**src/rtl/gray_ptr_sync_if.sv**
```systemverilog
// gray_ptr_sync_if
//   Groups the pointer-synchronizer signals into one bundle.
//   The clock and reset are not part of the bundle.
//
//   Signals (all PTR_WIDTH+1 bits unless noted):
//     gray_in   Gray pointer from the source domain (asynchronous to clk)
//     err_clr   1 bit, synchronous clear of err
//     gray_out  synchronized Gray pointer
//     bin_out   binary equivalent of gray_out
//     changed   1 bit, strobe: gray_out took a new value this cycle
//     delta     binary advance of this update, modulo 2^(PTR_WIDTH+1)
//     err       1 bit, sticky multi-bit Gray change flag
//
//   Modports:
//     master  the side that supplies gray_in/err_clr and consumes the results
//     slave   the synchronizer itself
interface gray_ptr_sync_if #(
  parameter int PTR_WIDTH = 5
);
  logic [PTR_WIDTH:0] gray_in;
  logic               err_clr;
  logic [PTR_WIDTH:0] gray_out;
  logic [PTR_WIDTH:0] bin_out;
  logic               changed;
  logic [PTR_WIDTH:0] delta;
  logic               err;

  modport master (
    output gray_in, err_clr,
    input  gray_out, bin_out, changed, delta, err
  );

  modport slave (
    input  gray_in, err_clr,
    output gray_out, bin_out, changed, delta, err
  );
endinterface

```
**src/rtl/gray_ptr_sync.sv**
```systemverilog
// gray_ptr_sync
//   Destination-domain synchronizer for a Gray-coded FIFO pointer.
//   gray_in passes through a STAGES-deep flop chain, then one output
//   register stage produces the Gray value, its binary form, a change
//   strobe, the binary advance since the previous value and a sticky error
//   flag for captures that moved more than one Gray bit at once.
//
//   Parameters:
//     PTR_WIDTH  pointer index width; buses are PTR_WIDTH+1 bits
//     STAGES     synchronizer depth, 2..4
//
//   Ports:
//     clk    destination-domain clock
//     rst_n  asynchronous assert, synchronous release, active-low reset
//     bus    gray_ptr_sync_if.slave (gray_in, err_clr in; gray_out, bin_out,
//            changed, delta, err out -- all outputs registered)
module gray_ptr_sync #(
  parameter int PTR_WIDTH = 5,
  parameter int STAGES    = 2
) (
  input  logic                clk,
  input  logic                rst_n,
  gray_ptr_sync_if.slave      bus
);

  localparam int W = PTR_WIDTH + 1;

  generate
    if (STAGES < 2 || STAGES > 4) begin : g_bad_stages
      $error("gray_ptr_sync: STAGES must be in 2..4");
    end
  endgenerate

  function automatic logic [W-1:0] g2b(input logic [W-1:0] g);
    logic [W-1:0] b;
    b[W-1] = g[W-1];
    for (int i = W - 2; i >= 0; i--) begin
      b[i] = b[i+1] ^ g[i];
    end
    return b;
  endfunction

  // Synchronizer chain: plain flop-to-flop, nothing in between.
  (* ASYNC_REG = "TRUE" *) logic [W-1:0] sync_reg [STAGES];

  logic [W-1:0] gray_out_reg;
  logic [W-1:0] bin_out_reg;
  logic         changed_reg;
  logic [W-1:0] delta_reg;
  logic         err_reg;

  logic [W-1:0] sync_last;
  logic [W-1:0] bin_next;
  logic [W-1:0] diff;
  logic         multi_bit;
  logic         err_next;

  always_ff @(posedge clk or negedge rst_n) begin
    if (!rst_n) begin
      for (int i = 0; i < STAGES; i++) begin
        sync_reg[i] <= '0;
      end
    end else begin
      sync_reg[0] <= bus.gray_in;
      for (int i = 1; i < STAGES; i++) begin
        sync_reg[i] <= sync_reg[i-1];
      end
    end
  end

  always_comb begin
    sync_last = sync_reg[STAGES-1];
    bin_next  = g2b(sync_last);
    diff      = sync_last ^ gray_out_reg;
    // x & (x-1) clears the lowest set bit; anything left means >1 bit moved.
    multi_bit = (diff & (diff - 1'b1)) != '0;
    // A new set condition outranks a simultaneous clear.
    if (multi_bit) begin
      err_next = 1'b1;
    end else if (bus.err_clr) begin
      err_next = 1'b0;
    end else begin
      err_next = err_reg;
    end
  end

  // bin_out_reg always holds g2b(gray_out_reg), so it serves as the previous
  // binary value for delta without a second converter.
  always_ff @(posedge clk or negedge rst_n) begin
    if (!rst_n) begin
      gray_out_reg <= '0;
      bin_out_reg  <= '0;
      changed_reg  <= 1'b0;
      delta_reg    <= '0;
      err_reg      <= 1'b0;
    end else begin
      gray_out_reg <= sync_last;
      bin_out_reg  <= bin_next;
      changed_reg  <= (diff != '0);
      delta_reg    <= bin_next - bin_out_reg;
      err_reg      <= err_next;
    end
  end

  assign bus.gray_out = gray_out_reg;
  assign bus.bin_out  = bin_out_reg;
  assign bus.changed  = changed_reg;
  assign bus.delta    = delta_reg;
  assign bus.err      = err_reg;

endmodule

```
**src/flat_wrapper.sv**
```systemverilog
// flat-port wrapper written by rule: the top's interface ports become plain ports
module gray_ptr_sync_flat 
#(
  parameter int PTR_WIDTH = 5,
  parameter int STAGES    = 2
)
  (clk, rst_n, bus_gray_in, bus_err_clr, bus_gray_out, bus_bin_out, bus_changed, bus_delta, bus_err);
  gray_ptr_sync_if #(.PTR_WIDTH(PTR_WIDTH)) bus_i ();
  input  logic clk;
  input  logic rst_n;
  input wire logic [$bits(bus_i.gray_in)-1:0] bus_gray_in;
  input wire logic [$bits(bus_i.err_clr)-1:0] bus_err_clr;
  output wire logic [$bits(bus_i.gray_out)-1:0] bus_gray_out;
  output wire logic [$bits(bus_i.bin_out)-1:0] bus_bin_out;
  output wire logic [$bits(bus_i.changed)-1:0] bus_changed;
  output wire logic [$bits(bus_i.delta)-1:0] bus_delta;
  output wire logic [$bits(bus_i.err)-1:0] bus_err;
  assign bus_i.gray_in = bus_gray_in;
  assign bus_i.err_clr = bus_err_clr;
  assign bus_gray_out = bus_i.gray_out;
  assign bus_bin_out = bus_i.bin_out;
  assign bus_changed = bus_i.changed;
  assign bus_delta = bus_i.delta;
  assign bus_err = bus_i.err;
  gray_ptr_sync #(.PTR_WIDTH(PTR_WIDTH), .STAGES(STAGES)) u_core (.clk(clk), .rst_n(rst_n), .bus(bus_i));
endmodule
```
**config.mk**
```make
export PLATFORM = sky130hd
export DESIGN_NAME = gray_ptr_sync_flat
export DESIGN_NICKNAME = d
export VERILOG_FILES = /design/src/rtl/gray_ptr_sync_if.sv /design/src/rtl/gray_ptr_sync.sv /design/src/flat_wrapper.sv
export SDC_FILE = /design/constraint.sdc
export NUM_CORES = 1
export LEC_CHECK = 0
export ABC_AREA = 1
export CAP_MARGIN = 20
export CORE_AREA = 3 3 59 61
export CTS_CLUSTER_DIAMETER = 60
export DETAILED_ROUTE_END_ITERATION = 7
export DIE_AREA = 0 0 62 64
export GPL_TIMING_DRIVEN = 1
export PLACE_DENSITY = 0.76
export SLEW_MARGIN = 5
export SYNTH_ARGS = -nofsm -noshare
export SYNTH_HDL_FRONTEND = slang
export SYNTH_SLANG_ARGS = --single-unit
```
**constraint.sdc**
```tcl
create_clock -name clk -period 1.9 [get_ports clk]
set_input_delay 0.57 -clock clk [delete_from_list [all_inputs] [get_ports clk]]
set_output_delay 0.57 -clock clk [all_outputs]
set_load 0.05 [all_outputs]
```
==> flow_metrics.tcl <==
set metrics [dict create \
    status "finished with violations" \
    violations "setup timing" \
    syn_area_mm2 0.00130 \
    row_count 20 \
    h-tree-depth 2 \
    hold_violations 0 \
    cts_tree "built" \
    die_w_um 62 \
    ir_drop_mv 0.538 \
    synth_top_family_by_area "simple AND/OR/NAND/NOR gates" \
    worst_pin_slew_ns 0.376 \
    p_leak_uw 0.000947 \
    io_pins 29 \
    max_slew_margin 0.749 \
    finalSetupViolCount 4 \
    worstHoldPathType "flop to flop" \
    clockBufferDepth 2 \
    cp_max_fo 4 \
    synth-compound-area-share 0.0231 \
    drt-initial-drc-count 15 \
    avgRoutedWirePerCell_um 11.7 \
    antenna_found_initial 0 \
    final_common_cell "buf_4" \
    grt_pass1_wl_mm 4.00 \
    critical_path_required_ns 2.12 \
    hpwl_mm 1.73 \
    path_class "flop to flop" \
    synth_xor_xnor_area_share 0.0673 \
    fin_ws_ns -0.186 \
    r2r_slack_ns -0.19 \
    yosysSeqAreaShare 0.596 \
    ys_warn_count 0 \
    drive_gt1_frac 0.458 \
    drt_first_pass_iters 4 \
    start_util 0.430 \
    rsz0062_at_grt "yes" \
    yosysUniqueCellTypes 22 \
    numPortBuffers 28 \
    numCtsBuffers 5 \
    drc_errors 0 \
    post-route-period-util 1.10 \
    die_y_um 64 \
    mostFrequentLayoutCells "buf_4 (35), dfrtp_1 (29), inv_1 (15)" \
    grt_pass1_vias 973 \
    die_area_mm2 0.00397 \
    multiInputGateArea_um2 566 \
    ff2ff_path_depth 15 \
    reg2reg_from "u_core.sync_last[4]" \
    syn_inst 115 \
    overflow 0 \
    worstPathArrival_ns 2.30 \
    synthMuxAreaShare 0 \
    hp-start "u_core.sync_reg[7]" \
    setup-tns-final_ns -0.449 \
    final_antenna_net_count 0 \
    cts_root_buffer "clkbuf_4" \
    synthToLayoutAreaGrowth_pct 47.0 \
    holdPathStages 0 \
    synthesis.nets 130 \
    viasPerCell 4.47 \
    gr-usage-all-layers 0.138 \
    slew_violations 0 \
    avgSynthCellArea_um2 11.3 \
    start_kind "flop" \
    drt-total-wl_mm 2.46 \
    via_count 939 \
    grt_max_degree 32 \
    clkTransAtPathRegs_ns 0.09 \
    core-area_mm2 0.00303 \
    r2r_end "u_core.bus.delta[4]" \
    holdPathEnd "u_core.sync_last[1]" \
    nFillCells 247 \
    gp_congestion 0.804 \
    worstSkewPairLatency_ns 0.33 \
    ctsHoldBuffers 0 \
    yosys.area_share.simple 0.189 \
    fin_skew_ns 0.00514 \
    end_kind "flop" \
    max_freq_ghz 0.479 \
    maxCapViolCount 0 \
    hold_slack_ns 0.354 \
    clock-sinks 31 \
    nNetsFinal 180 \
    post-route-min-period_ns 2.09 \
    synthAdderAreaFrac 0.0635 \
    regArea_um2 778 \
    power_density_mw_per_mm2 1050 \
    ys_seq_elements 31 \
    insertedDiodeCount 0 \
]
[repair_timing]
action | 4_1_cts | 5_1_grt
setup endpoints to repair | 5 | 5
setup buffers | 2 | 5
cloned | 0 | 0
gates resized for setup | 8 | 19
pin swaps | 0 | 9
[metal layers]
layer  vias up  global-route usage  wire length, um
met2        24               0.253             1400
met3         5              0.0444              114
met1       451               0.134              888
met4         0              0.0610               49
met5         -                   0                0
li1        459                   -                -
[stage by stage]
stage / total power [uW] / worst slack [ns] / utilization / area [um2] / cells
floorplan: 1200 / -0.0274 / - / 1310 / 115
global placement: 1390 / -0.0490 / 0.546 / 1650 / 195
detailed placement: 1400 / -0.130 / 0.546 / 1650 / 195
CTS: 1960 / -0.136 / 0.592 / 1790 / 205
global route: 2120 / -0.301 / 0.632 / 1910 / 210
finish: 2000 / -0.186 / 0.632 / 1910 / 210
[worst max path at each step]
stage	start	to	slack, ns	cells past startpoint
after CTS	u_core.sync_last[4]	u_core.bus.delta[4]	-0.14	13
after floorplan	u_core.sync_last[4]	u_core.bus.delta[4]	-0.03	15
after global routing	u_core.sync_last[4]	u_core.bus.delta[4]	-0.30	15
after detailed placement	u_core.sync_last[4]	u_core.bus.delta[4]	-0.13	13
after global placement	u_core.sync_last[4]	u_core.bus.delta[4]	-0.05	13
final	u_core.sync_last[4]	u_core.bus.delta[4]	-0.19	15
[cell usage after synthesis]
cell      number  area, um2
nand3_2        3       30.0
o22ai_1        1       6.26
a31oi_1        1       6.26
nand2_4        2       22.5
nor2_1         2       7.51
ha_1           5       62.6
nand2b_1       1       6.26
xor2_1         5       43.8
dfrtp_1       31        776
xnor2_1        5       43.8
a21o_1         1       7.51
buf_4          1       7.51
nand3_1       11       55.1
fa_1           1       20.0
nand4_1        1       6.26
nor2_2         1       6.26
a21oi_1        2       10.0
inv_2          1       3.75
nand2_1       19       71.3
inv_1         18       67.6
nand3_4        2       35.0
nand2_2        1       6.26
[kinds of logic after synthesis]
logic type	after synthesis
and+or+nand+nor	43
buffers and inverters	20
AOI/OAI and AO/OA	5
xor gates and xnor gates	10
DFF	31
adders and majority gates	6
[power breakdown]
group / switching [uW] / internal, uW
Sequential: 37.3 / 738
Clock: 214 / 311
Combinational: 444 / 255
Total: 696 / 1300
[worst max-delay path: stages, from the launching register on]
cell and delay (ns):
dfrtp_2 0.47, inv_4 0.09, nand2_4 0.06, nand3_4 0.11
nand2_4 0.07, nand2_4 0.07, nand3_4 0.07, nand2_2 0.07
nand2_2 0.05, nand2_2 0.07, ha_4 0.12, inv_2 0.04
fa_2 0.38, nand3_2 0.08, nand2_2 0.06, xor2_1 0.15
[layout make-up]
class / count / area share
clock buffer: 6 / 0.0268
inverter: 19 / 0.0386
sequential: 31 / 0.407
multi-input combinational: 64 / 0.296
timing repair buffer: 44 / 0.185
clock inverter: 2 / 0.0183
tap: 44 / 0.0288
(Power assumes the default switching activity.)
